**config.mk**
```make
export PLATFORM = sky130hd
export DESIGN_NAME = imem_loader
export DESIGN_NICKNAME = d
export VERILOG_FILES = /design/src/rtl/imem_loader.sv
export SDC_FILE = /design/constraint.sdc
export NUM_CORES = 1
export LEC_CHECK = 0
export CORE_MARGIN = 2
export CORE_UTILIZATION = 51
export DETAILED_ROUTE_END_ITERATION = 12
export GPL_TIMING_DRIVEN = 1
export PLACE_DENSITY = 0.94
export SLEW_MARGIN = 20
export SYNTH_ARGS = -nofsm -noshare
export SYNTH_HDL_FRONTEND = slang
export SYNTH_SLANG_ARGS = --single-unit
```
**constraint.sdc**
```tcl
create_clock -name clk -period 5.35 [get_ports clk]
set_clock_uncertainty 0.1 [all_clocks]
set_input_delay 0.8025 -clock clk [delete_from_list [all_inputs] [get_ports clk]]
set_output_delay 0.8025 -clock clk [all_outputs]
set_load 0.01 [all_outputs]
```
**src/rtl/imem_loader.sv**
```systemverilog
// Instruction-memory loader: packs a big-endian byte stream into 32-bit words
// and writes them to consecutive word addresses while holding the core stalled.
module imem_loader #(
  parameter int          DEPTH     = 64,
  parameter logic [31:0] BASE_ADDR = 32'h0000_0000,
  parameter int          CNT_W     = 7
) (
  input  logic             clk,
  input  logic             reset,
  input  logic             start,
  input  logic [CNT_W-1:0] num_words,
  input  logic             in_valid,
  input  logic [7:0]       in_data,
  output logic             in_ready,
  output logic             we,
  output logic [31:0]      waddr,
  output logic [31:0]      wd,
  output logic             busy,
  output logic             done,
  output logic             err,
  output logic [CNT_W-1:0] words_written
);

  typedef enum logic [1:0] {IDLE, RECV, WRITE, DONE} state_t;

  localparam logic [CNT_W-1:0] DEPTH_C = CNT_W'(DEPTH);

  state_t           state, state_n;
  logic [CNT_W-1:0] len;
  logic [1:0]       byte_idx;
  logic [23:0]      shift;
  logic             accept;
  logic             start_ok;
  logic             last_byte;
  logic [CNT_W-1:0] ww_inc;

  assign accept    = (state == RECV) && in_valid && in_ready;
  assign start_ok  = start && ((state == IDLE) || (state == DONE));
  assign last_byte = accept && (byte_idx == 2'd3);
  assign ww_inc    = words_written + 1'b1;

  always_comb begin
    state_n = state;
    case (state)
      IDLE, DONE: begin
        if (start_ok) begin
          if ((num_words == '0) || (num_words > DEPTH_C)) state_n = DONE;
          else                                           state_n = RECV;
        end
      end
      RECV:    if (last_byte) state_n = WRITE;
      WRITE:   state_n = (ww_inc == len) ? DONE : RECV;
      default: state_n = IDLE;
    endcase
  end

  // Outputs are registered from the next state so they line up with the state register.
  always_ff @(posedge clk) begin
    if (reset) begin
      state         <= IDLE;
      in_ready      <= 1'b0;
      we            <= 1'b0;
      busy          <= 1'b0;
      done          <= 1'b0;
      err           <= 1'b0;
      waddr         <= '0;
      wd            <= '0;
      words_written <= '0;
      byte_idx      <= '0;
      len           <= '0;
    end else begin
      state    <= state_n;
      in_ready <= (state_n == RECV);
      we       <= (state_n == WRITE);
      busy     <= (state_n == RECV) || (state_n == WRITE);
      done     <= (state_n == DONE);
      if (start_ok) begin
        len           <= num_words;
        words_written <= '0;
        err           <= (num_words > DEPTH_C);
        byte_idx      <= '0;
      end
      if (accept) begin
        byte_idx <= byte_idx + 2'd1;
      end
      if (last_byte) begin
        wd    <= {shift, in_data};
        waddr <= BASE_ADDR + (32'(words_written) << 2);
      end
      if (state == WRITE) begin
        words_written <= ww_inc;
      end
    end
  end

  // Byte assembly buffer; only the byte index decides which bytes count.
  always_ff @(posedge clk) begin
    if (accept) shift <= {shift[15:0], in_data};
  end

endmodule

```
==> metrics.md, run 1 <==
| Metric | Value |
|---|---|
| Outcome | `finished, final reports clean` |
| Synthesized flop and latch total | `86` |
| WP buf/inv | `1` |
| Detailed placement HPWL | `4710 um` |
| CP top delay family | `simple AND/OR/NAND/NOR gates` |
| Slew margin rel. | `0.572` |
| Reg area | `1960 um^2` |
| Post-CTS Setup Inserts | `0` |
| Routed WL | `6910 um` |
| Sw Ratio | `0.275` |
| Crit-path cells | `clkdlybuf4s50_1 > or4_4 > or4_1 > a31oi_1 > nor2_1 > and2_1 > ha_1 > nor2_1` |
| First-pass GRT wire length | `11300 um` |
| Syn Area/Cell | `9.33 um^2` |
| CTS root buf | `clkbuf_8` |
| Nets | `454` |
| # fillers | `528` |
| Synth Flop Type | `dfxtp_1` |
| Met3 Use GR | `0.0664` |
| Ys Warns | `0` |
| Area Growth Syn to Fin | `24.7%` |
| Max Root-Sink Buffers | `2` |
| Die footprint | `7330 um^2` |
| Met1 usage | `0.234` |
| Boundary Pins | `95` |
| Met2 usage | `0.325` |
| Share of the synthesized area in the top cell type | `0.365` |
| DRT Pass-1 Iters | `4` |
| Final Wtd Congestion | `0.964` |
| Pint | `1030 uW` |
| Die height | `85.6 um` |
| Core area | `6390 um^2` |
| Slew @ Worst Pin | `0.641 ns` |
| Die width | `85.6 um` |
| Seq/Total Area, Yosys | `0.578` |
| Crit path max fanout | `3` |
| Vias in the first global route | `2509` |
| CP arrival | `2.98 ns` |
| WS Path Type | `input pin to register` |
| Worst reg2reg path depth | `8` |
| Reg2Reg Setup Slack | `2.88 ns` |
| Period minus WS final | `2.81 ns` |
| End of the critical path | `busy$_SDFF_PP0_` |
| Final setup fails | `0` |
| Max Transition Viols Final | `0` |
| R2R Path Start | `words_written[0]$_SDFFE_PP0P_` |
| Tot GR Track Use | `0.194` |
| Logic pwr share | `0.165` |
| Max stage delay on crit path | `0.54 ns` |
| Switching power | `391 uW` |
| Antenna cells | `0` |
| CTS Buf Count | `9` |
| Dominant cells by area after synthesis | `dfxtp_1 (37%), edfxtp_1 (21%), nand2_1 (11%)` |
| Clk sinks | `86` |
| Worst vdd ir | `0.232 mV` |
| Reg-to-Reg End | `busy$_SDFF_PP0_` |
| Post-synth cell types | `34` |
| Share of layout cells above drive strength 1 | `0.0485` |
| Number of synthesized flops with an enable pin | `24` |
| FP Rows | `29` |
| Min-Delay Startpoint | `wd[30]$_SDFFE_PP0P_` |
| Number of nets with antenna violations after routing | `0` |
| Cell taking the most area after synthesis | `dfxtp_1` |
| # port buffers | `69` |
| Initial antenna violation count | `0` |
| # DRC | `0` |
| Mapped cell area | `3400 um^2` |
| Worst path slowest cell | `or4_4` |
| Leak Pwr | `0.00150 uW` |
| Post-CTS Resized | `0` |
| H-tree depth | `3` |
| Reg clk slew, reported paths | `0.08 ns` |
| PwrDens | `335 nW/um^2` |
| Gr busiest metal | `met2` |
| Hold Fails Final Rpt | `0` |
| Fmax | `0.356 GHz` |
| RSZ-0062 raised after global routing | `false` |
| Critical path launch point | `num_words[0]` |
| Multi-input gate area | `1250 um^2` |
| Most frequent CP cell | `nor2_1` |
| Sequential Power Share | `0.519` |
| WP depth | `8` |
| Data required, critical path | `5.52 ns` |
| Pin count of the biggest net entering global routing | `63` |
| Vias per cell | `5.10` |
| Clock Latency Late Sink | `0.34 ns` |
| Grt total ovfl | `0` |
| Cells after Synth | `364` |
| Avg WL per Cell | `13.6 um` |
| CTS tree | `done` |
| Fin crit share | `0.525` |
| Class of the worst hold path | `register to register` |
| Clk pwr share | `0.316` |
| Crit path launch type | `input pin` |
| Max-cap viol count | `0` |
| Via Count | `2601` |
| Initial Util | `0.532` |
| Setup crit end kind | `register` |
| Initial DRC count | `126` |
| Hold-fix buffers at CTS | `0` |
| Setup TNS Final | `0 ns` |
| Hold slack final | `0.355 ns` |
| Post-synth ARST share | `0` |
-- cell families after synthesis --
kind of cell               Yosys count  synth area share
muxes                                1           0.00295
buffers and inverters               48            0.0810
xor gates and xnor gates             9            0.0232
adders and majority gates            7            0.0258
AOI/OAI and AO/OA                   71             0.111
DFF                                 86             0.578
and+or+nand+nor                    141             0.177
other                                1           0.00110
-- layout by cell type, fill, tap and decap left out, types with 3 or more instances in the layout --
master and instances:
clkdlybuf4s50_1 68, buf_4 4, nor2_1 15, xor2_1 4, nand3b_1 3, nand3_1 6
ha_1 7, o21ai_0 7, and2_1 3, dfxtp_1 62, clkbuf_8 9, a21oi_1 56
inv_1 5, xnor2_1 5, nand2_1 99, conb_1 25, nor2b_1 4, edfxtp_1 24
-- worst reg2reg max path: stages, from the launching register on --
cell and delay [ns]:
dfxtp_1 0.52, ha_1 0.32, and3_1 0.23, and3_1 0.25, xnor2_1 0.14, o2111ai_1 0.23
and2_1 0.25, ha_1 0.29, nor2_1 0.09
-- how the worst min path moves through the flow --
stage | end | slack, ns | cells after the start
2_1_floorplan | shift[10]$_DFFE_PP_ | 0.33 | 0
6_report | wd[30]$_SDFFE_PP0P_ | 0.35 | 2
3_3_place_gp | shift[19]$_DFFE_PP_ | 0.33 | 0
5_1_grt | shift[15]$_DFFE_PP_ | 0.38 | 0
3_5_place_dp | shift[23]$_DFFE_PP_ | 0.34 | 0
4_1_cts | shift[19]$_DFFE_PP_ | 0.36 | 0
-- power by group through the flow --
| stage | Clock (uW) | Sequential, uW | Combinational, uW |
|---|---|---|---|
| after floorplan | 0 | 752 | 162 |
| after global placement | 0 | 750 | 223 |
| after detailed placement | 0 | 752 | 234 |
| after CTS | 460 | 737 | 236 |
| after global routing | 491 | 742 | 264 |
| final | 449 | 737 | 235 |
-- layout make-up --
| cell class | instances | share of cell area |
|---|---|---|
| well taps | 77 | 0.0227 |
| inverters | 5 | 0.00443 |
| repair buffers | 72 | 0.168 |
| clock inverters | 6 | 0.0165 |
| multi-input cells | 254 | 0.295 |
| flip-flops and latches | 86 | 0.463 |
| clock buffers | 10 | 0.0301 |
-- per-layer routing --
metal / up-vias / wire, um
met5: - / 0
met4: 0 / 74
met3: 6 / 366
met2: 76 / 3460
met1: 1227 / 3010
li1: 1292 / -
-- state kept, by name, indices dropped and copies added (netlist names) --
register	count
state	2
done	1
words_written	7
shift	24
busy	1
waddr	7
in_ready	1
byte_idx	2
wd	32
we	1
len	7
err	1
-- synthesized netlist by cell type, types with 5 or more instances --
cell type  number
ha_1            7
nand3_1         6
nand2_1        99
xnor2_1         5
clkbuf_1       16
o21ai_0         7
a21oi_1        56
edfxtp_1       24
inv_1           5
nor2_1         15
dfxtp_1        62
buf_4          25
-- through the flow --
stage / util / std cells / power, uW / setup slack, ns / instance area (um^2)
6_report: 0.663 / 510 / 1420 / 2.54 / 4240
5_1_grt: 0.663 / 510 / 1500 / 2.43 / 4240
4_1_cts: 0.663 / 510 / 1430 / 2.54 / 4230
3_5_place_dp: 0.632 / 494 / 986 / 2.18 / 4040
3_3_place_gp: 0.632 / 494 / 973 / 2.22 / 4040
2_1_floorplan: - / 388 / 914 / 2.71 / 3490
Note: power is estimated with default switching activity, not from simulation.
==> run 2, diff against run 1 <==
- CORE_UTILIZATION: 51 -> 47
- PLACE_DENSITY: 0.94 -> 0.89
- clock period: 5.35 -> 2.9 ns (I/O delays scaled with it)
==> run 2 against run 1 <==
- cell area rose by 1.2%
- first-iteration DRC count is 16% lower
- largest cell class unchanged
- critical path depth unchanged
- highest routed layer unchanged
- wire length rose by 0.64%
- critical endpoint unchanged
- register-to-register slack worse by 2.4 ns
- utilization fell by 4.3 points
- non-clock buffer count grew 2
- sequential cell count did not move
- global-route usage down 0.96 points
==> metrics.md, run 2 (synthesized netlist as in run 1, its figures left out) <==
| Metric | Value |
|---|---|
| Via Count | `2583 (-0.69%)` |
| Die width | `89.0 um (+4.0%)` |
| Final Wtd Congestion | `0.947 (-1.7%)` |
| Share of layout cells above drive strength 1 | `0.0529 (+0.00437)` |
| Reg clk slew, reported paths | `0.09 ns (about the same)` |
| Reg2Reg Setup Slack | `0.45 ns (-2.43 ns)` |
| WS Path Type | `register to register` |
| Initial antenna violation count | `0 (unchanged)` |
| Hold-fix buffers at CTS | `0 (unchanged)` |
| Antenna cells | `0 (unchanged)` |
| Avg WL per Cell | `13.1 um (-3.3%)` |
| Die footprint | `7920 um^2 (+8.1%)` |
| Hold Fails Final Rpt | `0 (unchanged)` |
| End of the critical path | `busy$_SDFF_PP0_` |
| Grt total ovfl | `0 (unchanged)` |
| Max-cap viol count | `0 (unchanged)` |
| Clock Latency Late Sink | `0.35 ns (about the same)` |
| CTS Buf Count | `9 (unchanged)` |
| Commonest non-fill, non-tap cells in the layout | `nand2_1 (99), clkdlybuf4s50_1 (68), dfxtp_1 (62), a21oi_1 (56), conb_1 (25)` |
| Max FFs per register | `32 (unchanged)` |
| Largest Register | `wd` |
| Placed cell count | `514 (+4.0%)` |
| Fin crit share | `0.843` |
| Area Growth Syn to Fin | `26.2%` |
| Post-CTS Resized | `0 (unchanged)` |
| FP Rows | `30 (+3.4%)` |
| # fillers | `587 (+11%)` |
| Post-route insts no fill | `531 (+4.1%)` |
| Setup crit end kind | `register` |
| Max stage delay on crit path | `0.52 ns (-0.02 ns)` |
| Nets | `456 (+0.44%)` |
| WP buf/inv | `0 (-1)` |
| Crit path max fanout | `7 (+4)` |
| Pin count of the biggest net entering global routing | `63 (unchanged)` |
| First-pass GRT wire length | `11300 um (+0.12%)` |
| Fmax | `0.409 GHz` |
| Reg-to-Reg End | `busy$_SDFF_PP0_` |
| Vias in the first global route | `2381 (-5.1%)` |
| Leak Pwr | `0.00151 uW (+0.23%)` |
| Detailed placement HPWL | `4820 um (+2.3%)` |
| WP depth | `8 (unchanged)` |
| R2R Path Start | `words_written[0]$_SDFFE_PP0P_` |
| Data required, critical path | `3.09 ns (-2.43 ns)` |
| Setup TNS Final | `0 ns (unchanged)` |
| CP arrival | `2.64 ns (-0.34 ns)` |
| Class of the worst hold path | `register to register` |
| CTS tree | `done` |
| Worst vdd ir | `0.270 mV (+16%)` |
| Vias per cell | `4.86 (-4.6%)` |
| Period minus WS final | `2.45 ns` |
| Initial DRC count | `106 (-16%)` |
| Max Root-Sink Buffers | `2 (unchanged)` |
| RSZ-0062 raised after global routing | `false` |
| Worst path slowest cell | `dfxtp_1` |
| Boundary Pins | `95 (unchanged)` |
| Critical path launch point | `words_written[0]$_SDFFE_PP0P_` |
| Biggest registers after layout | `wd: 32 flops, shift: 24 flops` |
| Crit path launch type | `register` |
| Max Transition Viols Final | `0 (unchanged)` |
| Routed WL | `6960 um (+0.64%)` |
| Worst reg2reg path depth | `8 (unchanged)` |
| CP top delay family | `simple AND/OR/NAND/NOR gates` |
| CTS root buf | `clkbuf_8` |
| # DRC | `0 (unchanged)` |
| Final setup fails | `0 (unchanged)` |
| PwrDens | `613 nW/um^2 (+83%)` |
| Die height | `89.0 um (+4.0%)` |
| Initial Util | `0.492 (-0.0401)` |
| Clk sinks | `86 (unchanged)` |
| Commonest non-fill, non-tap cell in the layout | `nand2_1` |
| Core area | `6910 um^2 (+8.2%)` |
| Tot GR Track Use | `0.185 (-0.00960)` |
| Number of nets with antenna violations after routing | `0 (unchanged)` |
| # port buffers | `69 (unchanged)` |
| Post-CTS Setup Inserts | `0 (unchanged)` |
| H-tree depth | `3 (unchanged)` |
| Crit-path cells | `ha_1 > and3_1 > and3_1 > xnor2_1 > o2111ai_1 > and2_1 > ha_1 > nor2_1` |
| DRT Pass-1 Iters | `4 (unchanged)` |
| Outcome | `finished, final reports clean` |
==> run 2: cell count changes in the layout (fill, tap and decap cells not counted) <==
cell,previous run,this run
buf_2,0,1
and2_1,3,4
and2_2,1,0
clkbuf_1,1,0
clkinvlp_4,0,3
inv_6,2,0
buf_12,0,1
==> run 2: layout make-up <==
cell class                      instances  area (um^2)  area share
Clock buffer                            9          124      0.0289
Inverter                                5         18.8     0.00438
Sequential cell                        86         1960       0.458
Clock inverter                          7         75.1      0.0175
Tap cell                               96          120      0.0280
Multi-Input combinational cell        254         1250       0.292
Timing Repair Buffer                   74          736       0.172
==> run 2: power by group <==
part	leakage, uW	total [uW]	switching (uW)	internal, uW
sequential	0.000718	1360	52.5	1310
combinational	0.000698	430	248	182
clock	0.0000914	832	433	399
total	0.00151	2630	734	1890
==> run 2: worst register-to-register path, cell delays in order (launching register included) <==
cell       delay, ns
dfxtp_1         0.52
ha_1            0.31
and3_1          0.22
and3_1          0.25
xnor2_1         0.15
o2111ai_1       0.23
and2_1          0.24
ha_1            0.29
nor2_1          0.09
==> run 2: how the worst min path moves through the flow <==
stage,cells after the start,from,endpoint,slack [ns]
2_1_floorplan,0,shift[2]$_DFFE_PP_,shift[10]$_DFFE_PP_,0.33
3_3_place_gp,0,shift[13]$_DFFE_PP_,shift[21]$_DFFE_PP_,0.33
3_5_place_dp,0,shift[0]$_DFFE_PP_,shift[8]$_DFFE_PP_,0.34
4_1_cts,2,waddr[5]$_SDFFE_PP0P_,waddr[5]$_SDFFE_PP0P_,0.36
5_1_grt,2,waddr[2]$_SDFFE_PP0P_,waddr[2]$_SDFFE_PP0P_,0.37
6_report,2,waddr[5]$_SDFFE_PP0P_,waddr[5]$_SDFFE_PP0P_,0.36
==> run 2: metal layers <==
| metal | GRT usage | share of wire | wire, um | vias up |
|---|---|---|---|---|
| met2 | 0.309 | 0.50 | 3460 | 90 |
| met3 | 0.0351 | 0.046 | 321 | 10 |
| met4 | 0.0787 | 0.017 | 119 | 0 |
| met1 | 0.236 | 0.44 | 3060 | 1187 |
| li1 | - | - | - | 1296 |
| met5 | 0 | 0 | 0 | - |
==> run 2: stage by stage <==
stage | worst slack (ns) | hold WS (ns) | total power, uW | util | area (um^2)
6_report | 0.454 | 0.355 | 2630 | 0.620 | 4290
5_1_grt | 0.260 | 0.375 | 2750 | 0.620 | 4290
4_1_cts | 0.434 | 0.358 | 2640 | 0.618 | 4270
3_5_place_dp | 0.0986 | 0.339 | 1820 | 0.589 | 4070
3_3_place_gp | 0.131 | 0.330 | 1790 | 0.589 | 4070
2_1_floorplan | 0.515 | 0.326 | 1690 | - | 3490
